==> src/rtl/lock_entry_controller.sv <==
// Digital-lock code-entry sequencer: captures four digits, compares against the stored password,
// handles unlock/relock, password change and failed-attempt lockout. Optional: ENTRY_TIMEOUT_EN.
module lock_entry_controller #(
  parameter int unsigned MAX_FAILS     = 3,
  parameter int unsigned LOCKOUT_TICKS = 30,
  parameter int unsigned TIMEOUT_TICKS = 10,
  parameter logic [19:0] DEFAULT_CODE  = 20'h0
) (
  input  logic        clk,
  input  logic        rst,
  input  logic        tick,
  input  logic        enter,
  input  logic        change_req,
  input  logic [3:0]  digit,
  output logic [19:0] entry_code,
  output logic [1:0]  digit_idx,
  output logic [2:0]  dsp_sel,
  output logic        unlocked,
  output logic        locked_out,
  output logic [2:0]  fail_cnt,
  output logic [3:0]  led
);

  typedef enum logic [2:0] {
    S_IDLE,
    S_ENTRY,
    S_CHECK,
    S_UNLOCKED,
    S_NEW_ENTRY,
    S_LOCKOUT
  } state_t;

  localparam logic [2:0] DSP_CLOSED = 3'b100;
  localparam logic [2:0] DSP_OPEN   = 3'b101;
  localparam logic [2:0] DSP_LOCK   = 3'b111;
  localparam logic [2:0] FAIL_LIMIT = 3'(MAX_FAILS);
  localparam logic [7:0] LOCK_LIMIT = 8'(LOCKOUT_TICKS);

  if (MAX_FAILS < 1 || MAX_FAILS > 7 || LOCKOUT_TICKS < 1 || LOCKOUT_TICKS > 255 ||
      TIMEOUT_TICKS < 1 || TIMEOUT_TICKS > 255) begin : g_bad_params
    $error("lock_entry_controller: parameter out of range");
  end

  state_t      state_q;
  state_t      state_d;
  logic [19:0] password_q;
  logic [7:0]  lock_cnt_q;
  logic [7:0]  lock_cnt_inc;
  logic        capture;
  logic        last_digit;
  logic        code_match;
  logic        lock_done;
  logic        timeout_hit;
  logic [2:0]  fail_next;
  logic [19:0] capture_code;
  logic [2:0]  dsp_sel_d;
  logic        unlocked_d;
  logic        locked_out_d;
  logic [3:0]  led_d;

  assign capture      = enter && (state_q == S_IDLE || state_q == S_ENTRY ||
                                  state_q == S_NEW_ENTRY);
  assign last_digit   = (digit_idx == 2'd3);
  assign code_match   = (entry_code == password_q);
  assign fail_next    = (fail_cnt >= FAIL_LIMIT) ? fail_cnt : fail_cnt + 3'd1;
  assign lock_cnt_inc = lock_cnt_q + 8'd1;
  assign lock_done    = (state_q == S_LOCKOUT) && tick && (lock_cnt_inc == LOCK_LIMIT);

  // A fresh entry from IDLE starts from a blank code so stale slots never reach the compare.
  always_comb begin
    capture_code = (state_q == S_IDLE) ? 20'h0 : entry_code;
    capture_code[5*digit_idx +: 5] = {1'b0, digit};
  end

`ifdef ENTRY_TIMEOUT_EN
  localparam logic [7:0] IDLE_LIMIT = 8'(TIMEOUT_TICKS);

  logic [7:0] idle_cnt_q;
  logic [7:0] idle_cnt_inc;
  logic       in_entry;

  assign in_entry     = (state_q == S_ENTRY) || (state_q == S_NEW_ENTRY);
  assign idle_cnt_inc = idle_cnt_q + 8'd1;
  // enter on the expiring tick wins: the digit is taken and the counter restarts
  assign timeout_hit  = in_entry && tick && !enter && (idle_cnt_inc == IDLE_LIMIT);

  always_ff @(posedge clk) begin
    if (rst) begin
      idle_cnt_q <= 8'h0;
    end else if (!in_entry || enter || timeout_hit) begin
      idle_cnt_q <= 8'h0;
    end else if (tick) begin
      idle_cnt_q <= idle_cnt_inc;
    end
  end
`else
  assign timeout_hit = 1'b0;
`endif

  // NOTE: sequential state uses non-blocking assignments so every register samples pre-edge values.
  always_ff @(posedge clk) begin
    if (rst) begin
      state_q <= S_IDLE;
    end else begin
      state_q <= state_d;
    end
  end

  // NOTE: every comb output gets a default first; a missed branch would otherwise infer a latch.
  always_comb begin
    state_d = state_q;
    case (state_q)
      S_IDLE:      if (capture) state_d = S_ENTRY;
      S_ENTRY: begin
        if (timeout_hit)                state_d = S_IDLE;
        else if (capture && last_digit) state_d = S_CHECK;
      end
      S_CHECK: begin
        if (code_match)                   state_d = S_UNLOCKED;
        else if (fail_next == FAIL_LIMIT) state_d = S_LOCKOUT;
        else                              state_d = S_IDLE;
      end
      S_UNLOCKED:  if (enter) state_d = change_req ? S_NEW_ENTRY : S_IDLE;
      S_NEW_ENTRY: if (timeout_hit || (capture && last_digit)) state_d = S_IDLE;
      S_LOCKOUT:   if (lock_done) state_d = S_IDLE;
      default:     state_d = S_IDLE;
    endcase
  end

  always_comb begin
    led_d        = 4'b0001;
    unlocked_d   = 1'b0;
    locked_out_d = 1'b0;
    dsp_sel_d    = dsp_sel;
    case (state_d)
      S_IDLE: begin
        led_d     = 4'b0001;
        dsp_sel_d = DSP_CLOSED;
      end
      S_ENTRY, S_CHECK: begin
        led_d = 4'b0010;
        if (capture) dsp_sel_d = {1'b0, digit_idx};
      end
      S_UNLOCKED: begin
        led_d      = 4'b1000;
        unlocked_d = 1'b1;
        dsp_sel_d  = DSP_OPEN;
      end
      S_NEW_ENTRY: begin
        led_d      = 4'b0100;
        unlocked_d = 1'b1;
        if (capture) dsp_sel_d = {1'b0, digit_idx};
      end
      S_LOCKOUT: begin
        led_d        = 4'b1111;
        locked_out_d = 1'b1;
        dsp_sel_d    = DSP_LOCK;
      end
      default: begin
        led_d     = 4'b0001;
        dsp_sel_d = DSP_CLOSED;
      end
    endcase
  end

  always_ff @(posedge clk) begin
    if (rst) begin
      led        <= 4'b0001;
      unlocked   <= 1'b0;
      locked_out <= 1'b0;
      dsp_sel    <= DSP_CLOSED;
    end else begin
      led        <= led_d;
      unlocked   <= unlocked_d;
      locked_out <= locked_out_d;
      dsp_sel    <= dsp_sel_d;
    end
  end

  always_ff @(posedge clk) begin
    if (rst) begin
      entry_code <= 20'h0;
      digit_idx  <= 2'd0;
      fail_cnt   <= 3'd0;
      lock_cnt_q <= 8'h0;
      password_q <= DEFAULT_CODE;
    end else begin
      if (capture) begin
        entry_code <= capture_code;
        digit_idx  <= digit_idx + 2'd1;
        if (state_q == S_NEW_ENTRY && last_digit) password_q <= capture_code;
      end else if (timeout_hit || (state_q == S_UNLOCKED && enter)) begin
        entry_code <= 20'h0;
        digit_idx  <= 2'd0;
      end

      if (state_q == S_CHECK) begin
        fail_cnt   <= code_match ? 3'd0 : fail_next;
        lock_cnt_q <= 8'h0;
      end else if (lock_done) begin
        fail_cnt   <= 3'd0;
        lock_cnt_q <= 8'h0;
      end else if (state_q == S_LOCKOUT && tick) begin
        lock_cnt_q <= lock_cnt_inc;
      end
    end
  end

endmodule

==> config.mk <==
export PLATFORM = sky130hd
export DESIGN_NAME = lock_entry_controller
export DESIGN_NICKNAME = d
export VERILOG_FILES = /design/src/rtl/lock_entry_controller.sv
export SDC_FILE = /design/constraint.sdc
export NUM_CORES = 1
export LEC_CHECK = 0
export CORE_MARGIN = 1
export CORE_UTILIZATION = 54
export DETAILED_ROUTE_END_ITERATION = 6
export GPL_ROUTABILITY_DRIVEN = 0
export PLACE_DENSITY = 0.79
export SETUP_SLACK_MARGIN = 0.5
export SLEW_MARGIN = 30
export SYNTH_ARGS = -nofsm -noshare
export SYNTH_HDL_FRONTEND = slang
export SYNTH_SLANG_ARGS = --single-unit
==> constraint.sdc <==
create_clock -name clk -period 2.8 [get_ports clk]
set_clock_uncertainty 0.05 [all_clocks]
set_input_delay 0.42 -clock clk [delete_from_list [all_inputs] [get_ports clk]]
set_output_delay 0.42 -clock clk [all_outputs]
set_load 0.05 [all_outputs]
==> out/results.ini, run 1 <==
[clock_network]
cts_tree=done
cts.sinks=65
hold_buffers=0
cts-root-buf=clkbuf_8
clock_path_buffers=2
cts.clk_slew.worst_paths_ps=70
clock_latency_ps=340
numCtsBuffers=9
htree_levels=3

[worst_setup_path]
reg2reg_slack_ps=430
cpMaxStageDelayCell=or3_4
crit_type=register to register
slowest_delay_ps=390
r2r-start=entry_code[10]$_SDFFE_PP0P_
crit_arrival_ps=2540
rr_endpoint=dsp_sel[0]$_SDFFE_PP0P_
start_kind=register
reg2regPathDepth=8
crit_fanout=4
path_cells=xor2_1, nor4_1, nand3_1, or3_4, a21oi_4, xnor2_4, a21oi_2, o311a_1
crit_required_ps=2980
path_buf_inv=0
worstSetupEndpointType=register
crit_family=simple AND/OR/NAND/NOR gates

[cells_and_area]
finalInstanceArea_um2=4120
diodes=0
fin_util=0.748
drive_gt1_frac=0.220
syn_to_final_growth_pct=33.0
nets=435
fillers=409
finalNonFillerCells=494

[die]
dieArea_um2=6040
initial_core_util=0.563
pin_count=43
rows=27
fp.dieW_um=77.7
core_um2=5510
die_h_um=77.7

[timing]
whs_ps=414
final-setup-viol-count=0
worst_slew_pin_slew_ps=565
drv_slew=0
final.setup.tns_ps=0
finalCritPeriodShare=0.845
finalHoldViolCount=0
post-route-min-period_ps=2370
max_clock_freq_mhz=423
rsz0062_at_grt=true
maxSlewHeadroom=0.622

[power]
clock_power_share=0.392
sw_frac_of_total=0.261
p_int_uw=1390
peakVddDrop_v=0.000312
pwr-share-seq=0.497
comb_power_share=0.111
power_density_nw_per_um2=458
p_switching_uw=492
leakagePower_uw=0.00161

[logic_synthesis]
synth.cell_area_um2=3100
syn-instance-count=358
synthTopCellsByArea=dfxtp_1 (42%), nor2_1 (7.9%), xor2_1 (7.1%)
yosysTopAreaCellShare=0.420
synth.avg_cell_area_um2=8.65
ys_warn_count=0
synth_async_sr_flop_share=0
synth_flop_cell=dfxtp_1
synth_edf_count=0
synth_seq_area_share=0.420
ys_types=46
synth_top_area_cell=dfxtp_1
ys_ff_latch=65
synth.net_count=376

[worst_hold_path]
min_to=password_q[4]$_SDFFE_PP0P_
min-delay-start=password_q[4]$_SDFFE_PP0P_
holdPathStages=2
hp-class=register to register

[grt]
grt_pass1_vias=2831
grt_max_degree=48
grt_pass1_wl_mm=13.0
antenna_found_initial=0
grt_usage=0.279
grt_overflow=0

[placement]
place_area_um2=3730
dp_hpwl_mm=5.16
dpl.cell_count=465
port_buffers=42

[route]
initialDrtViolationCount=140
route.vias.total=2823
first_pass_iters=5
wl_met2_mm=3.86
routed.top_layer=met4
viasPerCell=5.71
drc=0
drt_wl_total_mm=7.79
ant_nets=0
wl_met3_um=402
wl_per_cell_um=15.8
m1WireLength_mm=3.39

[run]
max_cap_viol_count=0

[run_status]
status=complete, no violations

==> sequential cells by signal, summed over array words and instances (netlist names), 2 cells and up <==
| register | count |
|---|---|
| digit_idx | 2 |
| dsp_sel | 3 |
| lock_cnt_q | 8 |
| entry_code | 20 |
| state_q | 3 |
| led | 4 |
| fail_cnt | 3 |
| password_q | 20 |
==> synth_stat cells (3+ instances only) <==
| cell type | instances |
|---|---|
| ha_1 | 9 |
| dfxtp_1 | 65 |
| and3_1 | 3 |
| a22o_1 | 6 |
| nand4_1 | 4 |
| nor3_1 | 7 |
| nand2_1 | 23 |
| o21a_1 | 4 |
| and2_1 | 3 |
| clkbuf_1 | 13 |
| nor4_1 | 5 |
| nand3_1 | 10 |
| nor2_1 | 65 |
| nor3b_1 | 5 |
| o21ai_0 | 6 |
| a22oi_1 | 16 |
| nor2b_1 | 4 |
| xnor2_1 | 6 |
| or2_2 | 3 |
| a21oi_1 | 28 |
| a211oi_1 | 12 |
| xor2_1 | 25 |
| a31oi_1 | 3 |
| inv_1 | 5 |
==> worst min-delay path, stage by stage (launching register included) <==
cell and delay, ps:
dfxtp_1 320, nand2_1 50, a21oi_1 50
==> layout by cell type, fill, tap and decap left out, types with 4 or more instances in the layout <==
cell / count
inv_1: 5
dfxtp_2: 18
nor2_1: 65
dfxtp_1: 32
nor3b_1: 5
a22o_1: 6
dfxtp_4: 15
nand3_1: 10
nand4_1: 4
nand2_1: 23
ha_1: 6
a211oi_1: 10
nor2b_1: 4
buf_4: 22
clkdlybuf4s50_1: 42
a21oi_1: 26
o21ai_0: 6
nor3_1: 5
xor2_1: 25
clkbuf_8: 12
xnor2_1: 5
a22oi_1: 15
o21a_1: 4
==> worst max path at each step <==
| stage | from | to | slack (ps) | cells past startpoint |
|---|---|---|---|---|
| after CTS | lock_cnt_q[1]$_SDFFE_PP0P_ | dsp_sel[0]$_SDFFE_PP0P_ | 470 | 10 |
| after global routing | entry_code[7]$_SDFFE_PP0P_ | dsp_sel[0]$_SDFFE_PP0P_ | 390 | 8 |
| after detailed placement | enter | dsp_sel[0]$_SDFFE_PP0P_ | 210 | 8 |
| after global placement | tick | dsp_sel[0]$_SDFFE_PP0P_ | 340 | 8 |
| after floorplan | lock_cnt_q[0]$_SDFFE_PP0P_ | dsp_sel[0]$_SDFFE_PP0P_ | 510 | 9 |
| final | entry_code[10]$_SDFFE_PP0P_ | dsp_sel[0]$_SDFFE_PP0P_ | 430 | 8 |
==> routing by layer <==
metal  track usage  vias to the layer above
met5             0                        -
met4         0.115                        0
met3        0.0647                       13
met2         0.494                       83
met1         0.320                     1343
li1              -                     1384
==> what timing repair did <==
item	CTS	global route
buffers inserted	10	3
endpoints found under the hold margin	0	0
resized for setup	22	4
pin swaps	11	5
endpoints found under the setup margin	3	4
==> cell type report <==
cell class	count	area, um2	area share
multi-input combinational	271	1850	0.449
clock inverter	2	11.3	0.00273
inverter	5	18.8	0.00456
timing repair buffer	65	597	0.145
sequential	65	1380	0.335
tap	72	90.1	0.0219
clock buffer	14	173	0.0419
==> through the flow <==
| step | total power, uW | worst slack (ps) |
|---|---|---|
| 2_1_floorplan | 1090 | 509 |
| 3_3_place_gp | 1150 | 338 |
| 6_report | 1890 | 433 |
| 4_1_cts | 1900 | 470 |
| 3_5_place_dp | 1160 | 207 |
| 5_1_grt | 1950 | 393 |
==> power groups by stage <==
stage | sequential [uW] | combinational, uW | clock, uW
6_report | 937 | 210 | 739
5_1_grt | 938 | 223 | 788
4_1_cts | 939 | 203 | 756
3_5_place_dp | 961 | 195 | 0
3_3_place_gp | 961 | 193 | 0
2_1_floorplan | 993 | 93.9 | 0
==> kinds of logic after synthesis <==
| logic type | share of synthesized area |
|---|---|
| AO/OA/AOI/OAI | 0.189 |
| XOR/XNOR | 0.0876 |
| adder cells (fa/ha/maj) | 0.0363 |
| buffers and inverters | 0.0323 |
| flip-flops | 0.420 |
| AND/OR/NAND/NOR | 0.235 |
Power figures use the tool's default switching activity.
==> inputs of run 2 (changes only) <==
CORE_UTILIZATION = 49   (was 54)
PLACE_DENSITY = 0.76   (was 0.79)
clock period = 2 ns   (was 2.8 ns; I/O delays follow)
==> run 2 against run 1 <==
Effect of this change: the run now ends with negative setup slack left; fmax rose by 0.31%; sequential cell count unchanged; non-clock buffer count is 64 higher; clock power rose by 72%; hold slack better by 8.9 ps; first-iteration DRC count rose by 140%; largest cell class unchanged.
==> out/results.ini, run 2 (synthesis gave the netlist of run 1 again) <==
[route]
route.vias.total=3335
viasPerCell=5.94
first_pass_iters=5
initialDrtViolationCount=330
wl_per_cell_um=19.6
drc=0
ant_nets=0
drt_wl_total_mm=11.0

[worst_setup_path]
worstSetupEndpointType=register
cpMaxStageDelayCell=or3_4
crit_required_ps=2180
reg2reg_slack_ps=-360
r2r-start=password_q[17]$_SDFFE_PP0P_
slowest_delay_ps=400
path_cells=xor2_1, nor4_1, nand3_1, or3_4, a21oi_4, xnor2_2, a221o_1, o311a_1
path_buf_inv=0
startpoint=password_q[17]$_SDFFE_PP0P_
crit_arrival_ps=2540
reg2regPathDepth=8
start_kind=register
rr_endpoint=dsp_sel[0]$_SDFFE_PP0P_
crit_type=register to register
crit_family=simple AND/OR/NAND/NOR gates
crit_fanout=3

[clock_network]
cts.clk_slew.worst_paths_ps=70
clock_latency_ps=340
cts.sinks=65
clock_path_buffers=2
cts_tree=done
cts-root-buf=clkbuf_8
htree_levels=3
numCtsBuffers=9

[worst_hold_path]
hp-class=register to register
min_to=password_q[4]$_SDFFE_PP0P_
holdPathStages=2
min-delay-start=password_q[4]$_SDFFE_PP0P_

[die]
die_h_um=81.5
dieArea_um2=6640
fp.dieW_um=81.5
rows=28
pin_count=43
initial_core_util=0.514
core_um2=6030

[grt]
antenna_found_initial=0
grt_max_degree=48
grt_pass1_vias=3107
grt_pass1_wl_mm=15.4
grt_overflow=0
grt_usage=0.312

[power]
leakagePower_uw=0.00211
total_power_uw=3050
peakVddDrop_v=0.000544
power_density_nw_per_um2=606

[cells_and_area]
drive_gt1_frac=0.512
multiInputGateArea_um2=2210
final_cell_mix=buf_4 (62), nor2_1 (52), dfxtp_1 (34)
fillers=294
syn_to_final_growth_pct=62.6
diodes=0
ff_latch_area_um2=1400
nets=499
final_common_cell=buf_4
reg.largest.list=entry_code (20), password_q (20), lock_cnt_q (8)

[timing]
whs_ps=423
finalHoldViolCount=0
worst_slew_pin_slew_ps=447
finalCritPeriodShare=1.18
final.setup.tns_ps=-1920
drv_slew=0
maxSlewHeadroom=0.699
max_clock_freq_mhz=424
timing.final.ws_setup_ps=-359
post-route-min-period_ps=2360
final-setup-viol-count=12
rsz0062_at_grt=true

[run]
max_cap_viol_count=0

[placement]
dp_hpwl_mm=5.75
port_buffers=42

[run_status]
violations=negative setup slack
status=complete, but fails checks

==> run 2: changes by cell type in the layout (fill, tap and decap cells not counted), moves of 10 or more <==
cell / change
a22oi_1: -12
clkdlybuf4s50_1: -35
buf_6: +18
dfxtp_2: -10
buf_4: +40
a22oi_2: +12
buf_2: +24
nor2_1: -13
==> run 2: worst register-to-register path: stages, from the launching register on <==
cell and delay (ps):
dfxtp_1 340, xor2_1 180, nor4_1 310, nand3_1 200, or3_4 400, a21oi_4 180
xnor2_2 120, a221o_1 350, o311a_1 120
==> run 2: final cells by class <==
cell class	count	area share
multi-input cells	271	0.438
flip-flops and latches	65	0.277
repair buffers	129	0.215
clock buffers	13	0.0315
well taps	75	0.0186
clock inverters	3	0.0127
inverters	5	0.00671
==> run 2: metal layers <==
metal,track usage,vias to the layer above,routed length (um)
met5,0,-,0
met4,0.139,0,352
met3,0.0544,38,732
met2,0.519,170,5440
met1,0.391,1610,4490
li1,-,1517,-
==> run 2: timing repair <==
action                     CTS  global route
setup endpoints to repair   94            71
gates cloned                 0             0
hold buffers                 0             0
buffers inserted            16             7
pin swaps                   22            18
gates resized for setup    204            44
hold endpoints to repair     0             0
==> run 2: power breakdown <==
part | switching (uW) | leakage [uW] | internal (uW)
Sequential | 12.2 | 0.000548 | 1280
Clock | 506 | 0.000111 | 768
Combinational | 274 | 0.00145 | 210
==> run 2: worst max-delay path by stage <==
| stage | endpoint | slack [ps] | cells after the start |
|---|---|---|---|
| final | dsp_sel[0]$_SDFFE_PP0P_ | -360 | 8 |
| after floorplan | dsp_sel[0]$_SDFFE_PP0P_ | -250 | 8 |
| after detailed placement | dsp_sel[0]$_SDFFE_PP0P_ | -370 | 8 |
| after CTS | dsp_sel[0]$_SDFFE_PP0P_ | -280 | 8 |
| after global placement | dsp_sel[0]$_SDFFE_PP0P_ | -330 | 9 |
| after global routing | dsp_sel[0]$_SDFFE_PP0P_ | -430 | 10 |
==> run 2: through the flow <==
step                utilization  worst slack [ps]  instance area [um2]  cells
floorplan                     -              -251                 3420    358
global placement          0.720              -331                 4340    522
detailed placement        0.720              -369                 4340    522
CTS                       0.806              -276                 4860    554
global route              0.836              -434                 5040    561
finish                    0.836              -359                 5040    561
